[src/rtl/ks_wide_add_sequencer.sv]
// Sequences a WORDS x 16-bit add through an external 16-bit adder, one chunk per cycle, carry rippled in a register.
// Latency: WORDS cycles from the accept edge to out_valid.
// Backpressure: the result is held in DONE until out_ready, and no new operand pair is accepted until then.
module ks_wide_add_sequencer #(
  parameter int WORDS = 4
) (
  input  logic                clk,
  input  logic                rst,
  input  logic                in_valid,
  output logic                in_ready,
  input  logic [16*WORDS-1:0] in_a,
  input  logic [16*WORDS-1:0] in_b,
  input  logic                in_cin,
  output logic [15:0]         add_a,
  output logic [15:0]         add_b,
  output logic                add_cin,
  input  logic [16:0]         add_sum,
  output logic                out_valid,
  input  logic                out_ready,
  output logic [16*WORDS-1:0] out_sum,
  output logic                out_cout,
  output logic                busy
);

  localparam int W  = 16 * WORDS;
  localparam int IW = $clog2(WORDS);

  typedef enum logic [1:0] {IDLE, RUN, DONE} state_t;

  state_t          state_q, state_d;
  logic [W-1:0]    a_q, a_d;
  logic [W-1:0]    b_q, b_d;
  logic [W-1:0]    sum_q, sum_d;
  logic            carry_q, carry_d;
  logic            cout_q, cout_d;
  logic [IW-1:0]   idx_q, idx_d;

  always_ff @(posedge clk) begin
    if (rst) begin
      state_q <= IDLE;
      a_q     <= '0;
      b_q     <= '0;
      sum_q   <= '0;
      carry_q <= 1'b0;
      cout_q  <= 1'b0;
      idx_q   <= '0;
    end else begin
      state_q <= state_d;
      a_q     <= a_d;
      b_q     <= b_d;
      sum_q   <= sum_d;
      carry_q <= carry_d;
      cout_q  <= cout_d;
      idx_q   <= idx_d;
    end
  end

  always_comb begin
    state_d   = state_q;
    a_d       = a_q;
    b_d       = b_q;
    sum_d     = sum_q;
    carry_d   = carry_q;
    cout_d    = cout_q;
    idx_d     = idx_q;
    in_ready  = 1'b0;
    out_valid = 1'b0;
    busy      = 1'b0;
    add_a     = '0;
    add_b     = '0;
    add_cin   = 1'b0;

    case (state_q)
      IDLE: begin
        in_ready = 1'b1;
        if (in_valid) begin
          a_d     = in_a;
          b_d     = in_b;
          carry_d = in_cin;
          idx_d   = '0;
          state_d = RUN;
        end
      end
      RUN: begin
        busy    = 1'b1;
        // The adder is purely combinational, so its sum for this chunk is captured on the same edge.
        add_a   = a_q[16*idx_q +: 16];
        add_b   = b_q[16*idx_q +: 16];
        add_cin = carry_q;
        sum_d[16*idx_q +: 16] = add_sum[15:0];
        carry_d = add_sum[16];
        if (idx_q == IW'(WORDS - 1)) begin
          cout_d  = add_sum[16];
          idx_d   = '0;
          state_d = DONE;
        end else begin
          idx_d = idx_q + 1'b1;
        end
      end
      DONE: begin
        out_valid = 1'b1;
        if (out_ready) begin
          state_d = IDLE;
        end
      end
      default: state_d = IDLE;
    endcase
  end

  assign out_sum  = sum_q;
  assign out_cout = cout_q;

endmodule

[config.mk]
export PLATFORM = sky130hd
export DESIGN_NAME = ks_wide_add_sequencer
export DESIGN_NICKNAME = d
export VERILOG_FILES = /design/src/rtl/ks_wide_add_sequencer.sv
export SDC_FILE = /design/constraint.sdc
export NUM_CORES = 1
export LEC_CHECK = 0
export CORE_ASPECT_RATIO = 0.7
export CORE_MARGIN = 10
export CORE_UTILIZATION = 25
export DETAILED_ROUTE_END_ITERATION = 16
export SYNTH_ARGS = -nofsm -noshare
export SYNTH_HDL_FRONTEND = slang
export SYNTH_SLANG_ARGS = --single-unit
[constraint.sdc]
create_clock -name clk -period 4.25 [get_ports clk]
set_input_delay 0.6375 -clock clk [delete_from_list [all_inputs] [get_ports clk]]
set_output_delay 0.6375 -clock clk [all_outputs]
set_load 0.01 [all_outputs]
==> results of run 1 <==
-- area by class of cell --
| class | instances | area, um^2 |
|---|---|---|
| tap | 420 | 525.5 |
| multi-input combinational | 602 | 3676 |
| sequential | 198 | 3966 |
| timing repair buffer | 262 | 2619 |
| fill | 3176 | 20020 |
| antenna | 4 | 10.01 |
| clock buffer | 25 | 495.5 |
| inverter | 3 | 11.26 |
| clock inverter | 6 | 92.59 |
-- worst paths after layout --
check                      to  slack [ns]   startpoint  depth (start not counted)
hold / removal    out_sum[49]        0.45  out_sum[49]                          2
hold reg to reg   out_sum[49]        0.45  out_sum[49]                          2
setup reg to reg  out_sum[53]        1.24     idx_q[0]                          5
setup / recovery    add_b[11]        0.70     idx_q[0]                          4
-- state kept, by name, summed over array words and instances, names as in the netlist --
name and cells:
state_q 2, b_q 64, idx_q 2, carry_q 1
a_q 64, out_sum 64, out_cout 1
-- metal layers --
layer / GRT usage / part of all wire / vias up
met5: 0 / 0.00047 / -
met4: 0.04783 / 0.014 / 2
met3: 0.05400 / 0.077 / 23
met2: 0.2098 / 0.45 / 168
met1: 0.1753 / 0.46 / 3255
li1: - / - / 3386
-- where the power goes --
part,leakage (nW),internal (mW),switching (mW)
registers,1.62,1.94,0.0587
clock network,0.280,0.930,0.706
logic,2.16,0.290,0.264
total,4.05,3.16,1.03
-- stage by stage --
stage	hold WS [ns]	instance area, um^2	util	std cells	power (mW)
finish	0.4504	11400	0.3627	1520	4.192
global route	0.4725	11390	0.3626	1519	4.396
CTS	0.4544	11390	0.3624	1516	4.257
detailed placement	0.4443	10800	0.3437	1485	2.606
global placement	0.4390	10800	0.3437	1485	2.597
floorplan	0.4331	8023	-	875	2.327
-- synth_stat cells, types with 2 or more instances --
cell type    n  area (um^2)
buf_1        2        7.510
nand3b_1     2        15.01
a22o_2      16        160.2
a22o_1      32        280.3
inv_1        3        11.26
nor2b_1     17        106.4
ha_1         5        62.56
dfxtp_1    198         3964
buf_4        9        67.56
nor2_1       3        11.26
buf_6        4        45.04
clkbuf_1    21        78.83
nand2_1    276         1036
a21oi_4      2        32.53
nor4b_4      3        71.32
mux4_2      32        720.7
nand3_1     17        85.08
buf_2       36        180.2
and2_1      33        206.5
nand2b_1     2        12.51
a21oi_1    149        745.7
-- critical path, delay by kind of cell, from the launching register on --
kind | cells | cell delay, ns
simple gates | 1 | 0.16
flops | 1 | 0.95
buf+inv | 2 | 0.83
mux | 1 | 0.52
-- logic make-up after synthesis --
logic type / count (synthesis) / share of synthesized area
mux: 32 / 0.08983
simple gates: 362 / 0.2038
fa+ha+maj: 5 / 0.007798
buf+inv: 75 / 0.04866
flops: 198 / 0.4941
compound gates: 203 / 0.1558
-- placed cells by master (no fill, tap or decap), types with 2 or more instances in the layout --
cell | Yosys | final
a21oi_1 | 149 | 149
clkbuf_8 | 0 | 4
clkbuf_1 | 21 | 4
diode_2 | 0 | 4
mux4_2 | 32 | 32
clkinv_4 | 0 | 2
a22o_2 | 16 | 16
nor2_1 | 3 | 3
nand2_1 | 276 | 276
a21oi_4 | 2 | 2
nand2b_1 | 2 | 2
and2_1 | 33 | 33
nor2b_1 | 17 | 17
clkinvlp_4 | 0 | 2
nand3b_1 | 2 | 2
buf_4 | 9 | 10
bufinv_16 | 0 | 2
inv_1 | 3 | 3
a22o_1 | 32 | 32
or3b_4 | 1 | 2
clkbuf_16 | 0 | 17
ha_1 | 5 | 5
buf_12 | 0 | 2
dfxtp_2 | 0 | 2
clkdlybuf4s50_1 | 0 | 249
dfxtp_1 | 198 | 196
nor4b_4 | 3 | 3
nand3_1 | 17 | 17
==> results_dict.tcl, run 1 <==
set metrics [dict create \
    cts_hold_buf 0 \
    yosysSeqAreaShare 0.4941 \
    synth_warnings 0 \
    async_flop_share 0 \
    drv_cap 0 \
    crit_fanout 27 \
    grt_pass1_vias 7026 \
    io_buffers 250 \
    status "completed" \
    synth_edf_count 0 \
    cts-root-buf "clkbuf_16" \
    avgSynthCellArea_um2 9.169 \
    slowest_delay_ns 0.95 \
    synth_ff_type "dfxtp_1" \
    cts.htree.levels 4 \
    initial_utilization 0.2554 \
    dieArea_um2 39770 \
    setup_viol 0 \
    netlist_area_um2 8023 \
    insertion_delay_ns 0.44 \
    hold_viol 0 \
    slowest_stage "dfxtp_2" \
    cts_sinks 198 \
    drt-vias-per-instance 4.496 \
    worst_slack_ns 0.6995 \
    crit_chain "buf_4 > mux4_2 > and2_1 > clkdlybuf4s50_1" \
    setup.worst_path.end_class "primary output" \
    worst_pin_slew_ns 1.182 \
    slew_headroom 0.2121 \
    cts_buffers 17 \
    grt_pass1_wl_um 42210 \
    first_pass_iters 4 \
    antenna_found_initial 6 \
    dieHeight_um 169.9 \
    routed_wl_um 27710 \
    grt.overflow.total 0 \
    vias 6834 \
    fmax_mhz 281.7 \
    min_path_type "reg -> reg" \
    irDropWorstVdd_uv 217.8 \
    cts_buffer_depth 2 \
    rows 54 \
    drive_gt1_frac 0.09398 \
    final_nets 1239 \
    cp-start-kind "flop" \
    dp_hpwl_um 19820 \
    routedWlPerCell_um 18.23 \
    ys_types 34 \
    power_density_nw_per_um2 367.9 \
    drc 0 \
    postRouteAntennaNets 0 \
    coreArea_um2 31420 \
    synthCells 875 \
    place_ws_ns 1.105 \
    critPathRequiredTime_ns 3.61 \
    dieWidth_um 234.1 \
    cts_resized 0 \
    fin_crit_sh 0.8354 \
    ys_ff_latch 198 \
    finalSetupTns_ns 0 \
    period_needed_ns 3.550 \
    grt_max_degree 129 \
    cts_tree "built" \
    path_class "reg -> out" \
    drt_iter0_drc 364 \
    leakagePower_nw 4.053 \
    skew_ns 0.008192 \
    cp.arrival_ns 2.91 \
    boundaryPins 251 \
    post_cts_buffers 0 \
    drv_slew 0 \
    clk_pin_slew_worst_paths_ns 0.07 \
    synth_nets 1030 \
    rsz0062_at_grt "no" \
    grt_util_all_layers 0.1382 \
    place.gp.congestion 0.7561 \
    area_growth_pct 42.05 \
]
Note: power is estimated with default switching activity, not from simulation.
==> inputs of run 2 (changes only) <==
clock period = 2.9 ns   (was 4.25 ns; I/O delays follow)
==> results_dict.tcl, run 2 (synthesis gave the netlist of run 1 again) <==
set metrics [dict create \
    drc 0 \
    worst_pin_slew_ns 0.7487 \
    ff2ff_path_depth 6 \
    fin_crit_sh 0.9359 \
    leakagePower_nw 4.135 \
    slowest_delay_ns 0.56 \
    drv_cap 0 \
    dp_hpwl_um 20200 \
    startpoint "state_q[0]" \
    fin_util 0.3676 \
    rows 54 \
    r2r-start "idx_q[1]" \
    slew_headroom 0.5008 \
    grt_util_all_layers 0.1400 \
    crit_fanout 28 \
    critPathRequiredTime_ns 2.47 \
    setup_viol 0 \
    crit_chain "nand2b_4 > inv_1 > buf_12 > and2_1 > clkdlybuf4s50_1" \
    period_needed_ns 2.714 \
    layout.cells.non_filler 1529 \
    place_inst 1493 \
    finalSetupTns_ns 0 \
    postRouteAntennaNets 0 \
    r2r-end "out_sum[42]" \
    cts_sinks 198 \
    place_ws_ns 0.3405 \
    status "completed" \
    path_class "reg -> out" \
    dieWidth_um 234.1 \
    grt_max_degree 129 \
    drt_iter0_drc 417 \
    grt_pass1_vias 6931 \
    cts_tree "built" \
    dieHeight_um 169.9 \
    placed_area_um2 10900 \
    cts_buffer_depth 2 \
    area_growth_pct 43.95 \
    final_nets 1249 \
    fillCellCount 3204 \
    slowest_stage "dfxtp_1" \
    drt-vias-per-instance 4.499 \
    cts_buffers 17 \
    place.gp.congestion 0.7581 \
    cts.htree.levels 4 \
    setup.worst_path.end_class "primary output" \
    initial_utilization 0.2554 \
    hold_path_end "b_q[46]" \
    whs_path_depth 2 \
    final_area_um2 11550 \
    rsz0062_at_grt "no" \
    drive_gt1_frac 0.1066 \
    routed_wl_um 28310 \
    cp.arrival_ns 2.28 \
    io_buffers 250 \
    dieArea_um2 39770 \
    cts-root-buf "clkbuf_16" \
    skew_ns 0.01141 \
    insertion_delay_ns 0.45 \
    layout_commonest_cell "nand2_1" \
    drv_slew 0 \
    fmax_mhz 368.5 \
    hp-start "b_q[46]" \
    min_path_type "reg -> reg" \
    clk_pin_slew_worst_paths_ns 0.07 \
    vias 6879 \
    power_density_nw_per_um2 546.0 \
    hold_ws_ns 0.4511 \
    first_pass_iters 4 \
    ff2ff_setup_slack_ns 0.77 \
    grt_pass1_wl_um 42760 \
    final_cell_mix "nand2_1 (276), clkdlybuf4s50_1 (249), dfxtp_1 (196)" \
    irDropWorstVdd_uv 299.3 \
    routedWlPerCell_um 18.52 \
    hold_viol 0 \
    antenna_found_initial 2 \
    cp-start-kind "flop" \
    grt.overflow.total 0 \
    coreArea_um2 31420 \
    total_power_mw 6.306 \
    worst_slack_ns 0.1859 \
    boundaryPins 251 \
]
run 2: report_power, final:
part / switching (mW) / total [mW] / internal (mW)
clock network: 1.16 / 2.54 / 1.38
registers: 0.0784 / 2.92 / 2.85
logic: 0.396 / 0.837 / 0.441
run 2: critical path: cells and delay by family (launching register included):
kind | cells | cell delay [ns]
buffers and inverters | 3 | 0.91
AND/OR/NAND/NOR | 2 | 0.35
flip-flops | 1 | 0.56
run 2: metal layers:
layer,track usage,vias to the layer above,routed length [um]
met5,0,-,17
met4,0.03329,2,269
met3,0.04785,17,1855
met2,0.2143,158,12840
met1,0.1857,3296,13330
li1,-,3406,-
run 2: worst max-delay path by stage:
stage          slack, ns  cells after the start     endpoint
2_1_floorplan       0.42                      9  out_sum[47]
3_3_place_gp        0.36                      4    add_b[14]
3_5_place_dp        0.34                      4     add_a[0]
4_1_cts            0.003                      4     add_a[0]
5_1_grt             0.02                      5     add_a[9]
6_report            0.19                      5     add_b[0]
run 2: layout make-up:
type / instances / area [um^2] / share of cell area
Antenna cell: 2 / 5.005 / 0.0004334
Tap cell: 420 / 525.5 / 0.04550
Clock inverter: 15 / 190.2 / 0.01647
Timing Repair Buffer: 272 / 2744 / 0.2376
Sequential cell: 198 / 3971 / 0.3439
Multi-Input combinational cell: 602 / 3676 / 0.3183
Inverter: 3 / 11.26 / 0.0009751
Clock buffer: 17 / 425.4 / 0.03684
run 2: repair_timing:
item                                    in CTS  in global routing
endpoints found under the hold margin        0                  0
buffers inserted                             0                  2
resized for setup                            2                  0
endpoints found under the setup margin      23                 16
pin swaps                                    0                  0
hold buffers                                 0                  0
